[config.mk]
export PLATFORM = sky130hd
export DESIGN_NAME = npc_idu
export DESIGN_NICKNAME = d
export VERILOG_FILES = /design/src/rtl/npc_pkg.sv /design/src/rtl/npc_immgen.sv /design/src/rtl/npc_idu.sv
export SDC_FILE = /design/constraint.sdc
export NUM_CORES = 1
export LEC_CHECK = 0
export BUFFER_PORTS_ARGS = -buffer_cell sky130_fd_sc_hd__clkbuf_2
export CAP_MARGIN = 10
export CORE_MARGIN = 4
export CORE_UTILIZATION = 30
export CTS_BUF_LIST = sky130_fd_sc_hd__clkbuf_16
export DETAILED_ROUTE_END_ITERATION = 12
export PLACE_DENSITY = 0.52
export SLEW_MARGIN = 30
export SYNTH_ARGS = -nofsm -noshare
export SYNTH_HDL_FRONTEND = slang
export SYNTH_SLANG_ARGS = --single-unit
[constraint.sdc]
create_clock -name clk -period 8.15 [get_ports clk]
set_clock_uncertainty 0.05 [all_clocks]
set_input_delay 0.4075 -clock clk [delete_from_list [all_inputs] [get_ports clk]]
set_output_delay 0.4075 -clock clk [all_outputs]
set_load 0.005 [all_outputs]
[src/rtl/npc_pkg.sv]
// Shared RV32I decode definitions for the NPC core: opcode constants,
// immediate-form enum, skid-buffer states and the stored decode bundle.
package npc_pkg;

  localparam logic [6:0] OP_IMM = 7'b0010011;
  localparam logic [6:0] LOAD   = 7'b0000011;
  localparam logic [6:0] STORE  = 7'b0100011;
  localparam logic [6:0] BRANCH = 7'b1100011;
  localparam logic [6:0] JAL    = 7'b1101111;
  localparam logic [6:0] JALR   = 7'b1100111;
  localparam logic [6:0] LUI    = 7'b0110111;
  localparam logic [6:0] AUIPC  = 7'b0010111;
  localparam logic [6:0] OP     = 7'b0110011;
  localparam logic [6:0] SYSTEM = 7'b1110011;

  typedef enum logic [2:0] {
    IMM_I, IMM_S, IMM_B, IMM_U, IMM_J, IMM_NONE
  } imm_type_e;

  typedef enum logic [1:0] {
    SKID_EMPTY, SKID_ONE, SKID_TWO
  } skid_state_e;

  typedef struct packed {
    logic [31:0] pc;
    logic [6:0]  oc;
    logic [2:0]  funct3;
    logic [6:0]  funct7;
    logic [4:0]  rs1;
    logic [4:0]  rs2;
    logic [4:0]  rd;
    logic [31:0] imm;
    logic        illegal;
  } dec_bundle_t;

endpackage

[src/rtl/npc_immgen.sv]
// Combinational immediate generator: classifies the opcode, builds the
// sign-extended immediate and flags unsupported encodings.
module npc_immgen
  import npc_pkg::*;
(
  input  logic [31:0] i_inst,
  output imm_type_e   o_imm_type,
  output logic [31:0] o_imm,
  output logic        o_illegal
);

  always_comb begin
    o_imm_type = IMM_NONE;
    o_illegal  = 1'b0;
    if (i_inst[1:0] != 2'b11) begin
      o_illegal = 1'b1;
    end else begin
      case (i_inst[6:0])
        OP_IMM, LOAD, JALR, SYSTEM: o_imm_type = IMM_I;
        STORE:                      o_imm_type = IMM_S;
        BRANCH:                     o_imm_type = IMM_B;
        LUI, AUIPC:                 o_imm_type = IMM_U;
        JAL:                        o_imm_type = IMM_J;
        OP:                         o_imm_type = IMM_NONE;
        default:                    o_illegal  = 1'b1;
      endcase
    end
  end

  always_comb begin
    o_imm = '0;
    case (o_imm_type)
      IMM_I: o_imm = {{20{i_inst[31]}}, i_inst[31:20]};
      IMM_S: o_imm = {{20{i_inst[31]}}, i_inst[31:25], i_inst[11:7]};
      IMM_B: o_imm = {{19{i_inst[31]}}, i_inst[31], i_inst[7], i_inst[30:25],
                      i_inst[11:8], 1'b0};
      IMM_U: o_imm = {i_inst[31:12], 12'b0};
      IMM_J: o_imm = {{11{i_inst[31]}}, i_inst[31], i_inst[19:12], i_inst[20],
                      i_inst[30:21], 1'b0};
      default: o_imm = '0;
    endcase
  end

endmodule

[src/rtl/npc_idu.sv]
// NPC instruction decode stage: decodes fetched words and holds them in a
// two-entry skid buffer so inst_ready depends only on registered state.
module npc_idu
  import npc_pkg::*;
#(
  parameter int unsigned XLEN = 32
) (
  input  logic            clk,
  input  logic            rst,
  input  logic            inst_valid,
  output logic            inst_ready,
  input  logic [XLEN-1:0] inst,
  input  logic [XLEN-1:0] inst_pc,
  output logic            dec_valid,
  input  logic            dec_ready,
  output logic [XLEN-1:0] dec_pc,
  output logic [6:0]      oc,
  output logic [2:0]      funct3,
  output logic [6:0]      funct7,
  output logic [4:0]      rs1,
  output logic [4:0]      rs2,
  output logic [4:0]      rd,
  output logic [XLEN-1:0] imm,
  output logic            illegal,
  output logic [31:0]     dec_cnt
);

  skid_state_e r_state, w_next;
  dec_bundle_t r_head, r_skid, w_new;
  logic [31:0] r_cnt;
  imm_type_e   w_imm_type;
  logic [31:0] w_imm;
  logic        w_illegal, w_accept, w_consume;

  npc_immgen u_immgen (
    .i_inst     (inst),
    .o_imm_type (w_imm_type),
    .o_imm      (w_imm),
    .o_illegal  (w_illegal)
  );

  always_comb begin
    w_new         = '0;
    w_new.pc      = inst_pc;
    w_new.oc      = inst[6:0];
    w_new.rd      = inst[11:7];
    w_new.funct3  = inst[14:12];
    w_new.rs1     = inst[19:15];
    w_new.rs2     = inst[24:20];
    w_new.funct7  = inst[31:25];
    w_new.imm     = (w_imm_type == IMM_NONE) ? '0 : w_imm;
    w_new.illegal = w_illegal;
  end

  assign w_accept  = inst_valid & inst_ready;
  assign w_consume = dec_valid & dec_ready;

  always_ff @(posedge clk or posedge rst) begin
    if (rst) r_state <= SKID_EMPTY;
    else     r_state <= w_next;
  end

  always_comb begin
    w_next = r_state;
    case (r_state)
      SKID_EMPTY: if (w_accept) w_next = SKID_ONE;
      SKID_ONE: begin
        if (w_accept && !w_consume)      w_next = SKID_TWO;
        else if (!w_accept && w_consume) w_next = SKID_EMPTY;
      end
      SKID_TWO: if (w_consume) w_next = SKID_ONE;
      default:  w_next = SKID_EMPTY;
    endcase
  end

  always_comb begin
    inst_ready = (r_state != SKID_TWO) && !rst;
    dec_valid  = (r_state != SKID_EMPTY);
    dec_pc     = r_head.pc;
    oc         = r_head.oc;
    funct3     = r_head.funct3;
    funct7     = r_head.funct7;
    rs1        = r_head.rs1;
    rs2        = r_head.rs2;
    rd         = r_head.rd;
    imm        = r_head.imm;
    illegal    = r_head.illegal;
    dec_cnt    = r_cnt;
  end

  // Head always holds the oldest entry; skid only fills when head is stalled.
  always_ff @(posedge clk or posedge rst) begin
    if (rst) begin
      r_head <= '0;
      r_skid <= '0;
      r_cnt  <= '0;
    end else begin
      if (w_consume) r_cnt <= r_cnt + 32'd1;
      case (r_state)
        SKID_EMPTY: if (w_accept) r_head <= w_new;
        SKID_ONE: begin
          if (w_accept && w_consume)  r_head <= w_new;
          else if (w_accept)          r_skid <= w_new;
        end
        SKID_TWO: if (w_consume) r_head <= r_skid;
        default: ;
      endcase
    end
  end

endmodule

==> results.sh <==
export IMPL_syn_avg_cell_area_um2=9.07
export IMPL_critical_path_class="flop to flop"
export IMPL_status="finished clean"
export IMPL_die_w_um=190
export IMPL_via_per_inst=4.75
export IMPL_p_int_mw=2.68
export IMPL_grt_total_usage_pct=15.6
export IMPL_cts_buffers=26
export IMPL_cts_post_setup_buffers_inserted=0
export IMPL_rows=66
export IMPL_first_pass_iters=5
export IMPL_cp_max_fo=54
export IMPL_stdcell_area_um2=12200
export IMPL_crit_arrival_ns=3.65
export IMPL_cp_end_kind="flop"
export IMPL_reg2reg_depth=8
export IMPL_synth_distinct_cells=51
export IMPL_min_period_ns=3.33
export IMPL_p_per_area_nw_per_um2=329
export IMPL_place_area_um2=11300
export IMPL_dp_hpwl_mm=18.8
export IMPL_most_common_layout_cells="nand2_1, dfrtp_1, clkbuf_2"
export IMPL_cts_tree="done"
export IMPL_cts_root_buf="clkbuf_16"
export IMPL_postSynthCellCount=1095
export IMPL_initial_core_util_pct=30.5
export IMPL_final_net_count=1333
export IMPL_power_switching_mw=1.34
export IMPL_report_final_slew_viol_count=0
export IMPL_synth_edff_count=0
export IMPL_vias=8188
export IMPL_wl_per_cell_um=16.7
export IMPL_seq_area_frac_synth_pct=57.4
export IMPL_synth_seq_cells=228
export IMPL_htreeDepth=1
export IMPL_drc=0
export IMPL_netlist_area_um2=9930
export IMPL_synthArstFlopShare_pct=100
export IMPL_crit_required_ns=8.47
export IMPL_clkTransAtPathRegs_ns=0.06
export IMPL_cts_sinks=228
export IMPL_mostFrequentLayoutCell="nand2_1"
export IMPL_finalHoldViolCount=0
export IMPL_setup_viol=0
export IMPL_grt_pass1_vias=7959
export IMPL_synthToLayoutAreaGrowth_pct=22.8
export IMPL_synthFlopType="dfrtp_1"
export IMPL_clock_latency_ns=0.54
export IMPL_worstReg2RegEnd="r_skid[28]"
export IMPL_hold_class="input port to flop"
export IMPL_cts_hold_buf=0
export IMPL_power_total_mw=4.02
export IMPL_rsz0062_at_grt="false"
export IMPL_coreArea_um2=32600
export IMPL_antenna_found_initial=1
export IMPL_drt_iter0_drc=614
export IMPL_tns_ns=0
export IMPL_grt_overflow_total=0
export IMPL_drive_gt1_share_pct=20.1
export IMPL_p_leak_nw=5.91
export IMPL_relSlewSlack_pct=42.5
export IMPL_rrSetupSlack_ns=4.82
export IMPL_cts_resized=0
export IMPL_combPwrFrac_pct=26.5
export IMPL_ys_warn_count=0
export IMPL_drt_total_wl_mm=28.7
export IMPL_crit_end="r_skid[28]"
export IMPL_die_y_um=190
export IMPL_switching_share_pct=33.2
export IMPL_worst_slew_pin_slew_ns=0.862
export IMPL_io_buffers=198
export IMPL_regToRegStartpoint="r_state[0]"
export IMPL_io_pins=199
export IMPL_maxCapViolations=0
export IMPL_start_kind="flop"
export IMPL_synth_nets=1166
export IMPL_die_area_um2=36100
export IMPL_p_seq_share_pct=46.0
export IMPL_vdd_drop_max_uv=162
export IMPL_worstSetupStartpoint="r_state[0]"
export IMPL_fmax_mhz=301
export IMPL_clockBufferDepth=3
export IMPL_antenna_left=0
export IMPL_grt_max_degree=161
export IMPL_clkPwrFrac_pct=27.6
export IMPL_finalCritPeriodShare_pct=40.8
export IMPL_grt_first_pass_wirelength_mm=46.0
export IMPL_gp_congestion=0.806
## cell usage after synthesis (3+ instances only)
library cell,instances,area share [%]
a211oi_1,20,1.5
a21o_1,4,0.30
a21oi_1,26,1.3
a221o_1,5,0.50
a221oi_1,9,0.79
a22o_1,9,0.79
a31oi_1,66,4.2
and3_1,16,1.0
and4_1,3,0.26
buf_1,4,0.15
buf_2,21,1.1
buf_4,9,0.68
clkbuf_1,33,1.2
dfrtp_1,228,57
ha_1,3,0.38
inv_1,6,0.23
nand2_1,367,14
nand2b_1,3,0.19
nand3_1,15,0.76
nand4_1,5,0.31
nand4b_1,3,0.26
nor2_1,133,5.0
nor2b_1,4,0.25
nor3_1,28,1.4
o21ai_0,17,0.86
xnor2_1,18,1.6
xor2_1,13,1.1
## critical path: stages (launching register included)
cell	delay, ns
dfrtp_1	0.49
nand2b_4	0.52
buf_16	0.29
and3_1	0.22
ha_1	0.15
nand2_1	0.09
or2_4	0.45
a21oi_1	0.74
a21oi_1	0.15
## stage by stage
step / utilization (%) / std cells / setup WS, ns / hold slack, ns
2_1_floorplan: - / 1095 / 1.02 / 0.383
3_3_place_gp: 34.4 / 1670 / 4.28 / 0.404
3_5_place_dp: 34.6 / 1673 / 4.48 / 0.407
4_1_cts: 37.1 / 1720 / 4.48 / 0.0180
5_1_grt: 37.4 / 1724 / 4.47 / 0.0207
6_report: 37.4 / 1724 / 4.82 / 0.0383
## registers in the layout, summed over array words and instances (netlist names), 3 cells and up
signal   flops
r_skid      97
dec_cnt     32
dec_pc      32
imm         32
funct7       7
oc           7
rd           5
rs1          5
rs2          5
funct3       3
## power by group through the flow
stage | logic (mW) | clock network [mW] | registers (mW)
floorplan | 0.625 | 0 | 1.82
global placement | 1.04 | 0 | 1.86
detailed placement | 1.07 | 0 | 1.87
CTS | 1.08 | 1.14 | 1.85
global route | 1.23 | 1.19 | 1.91
finish | 1.06 | 1.11 | 1.85
## cell type report
| class | count | area (um2) |
|---|---|---|
| Clock inverter | 21 | 159 |
| Fill cell | 3383 | 20400 |
| Clock buffer | 26 | 651 |
| Sequential cell | 228 | 5710 |
| Multi-Input combinational cell | 790 | 3900 |
| Tap cell | 442 | 553 |
| Inverter | 7 | 38.8 |
| Antenna cell | 1 | 2.50 |
| Timing Repair Buffer | 209 | 1190 |
## worst min path at each step
| stage | startpoint | end | slack, ns | depth (start not counted) |
|---|---|---|---|---|
| finish | inst_pc[29] | r_skid[94] | 0.04 | 3 |
| global route | inst_pc[21] | r_skid[86] | 0.02 | 3 |
| CTS | inst_pc[14] | r_skid[79] | 0.02 | 3 |
| detailed placement | r_skid[12] | r_skid[12] | 0.41 | 2 |
| global placement | r_skid[12] | r_skid[12] | 0.40 | 2 |
| floorplan | r_skid[12] | r_skid[12] | 0.38 | 2 |
## per-layer routing
layer  share of wire (%)  track usage [%]  wire length [um]
met4                 2.6             4.73               753
met3                 6.7             3.28              1920
met1                  47             22.7             13500
met2                  44             23.6             12600
met5                   0                0                 0
## cell families (layout without fill, tap and decap cells)
family	after synthesis	count (layout)	share of synthesized area, %
AO/OA/AOI/OAI	165	165	11.0
other	0	1	0
XOR/XNOR	31	31	2.73
AND/OR/NAND/NOR	590	590	24.6
adder cells (fa/ha/maj)	3	3	0.378
multiplexers	1	1	0.113
flip-flops	228	228	57.4
buffers and inverters	77	263	3.78
Power figures use the tool's default switching activity.
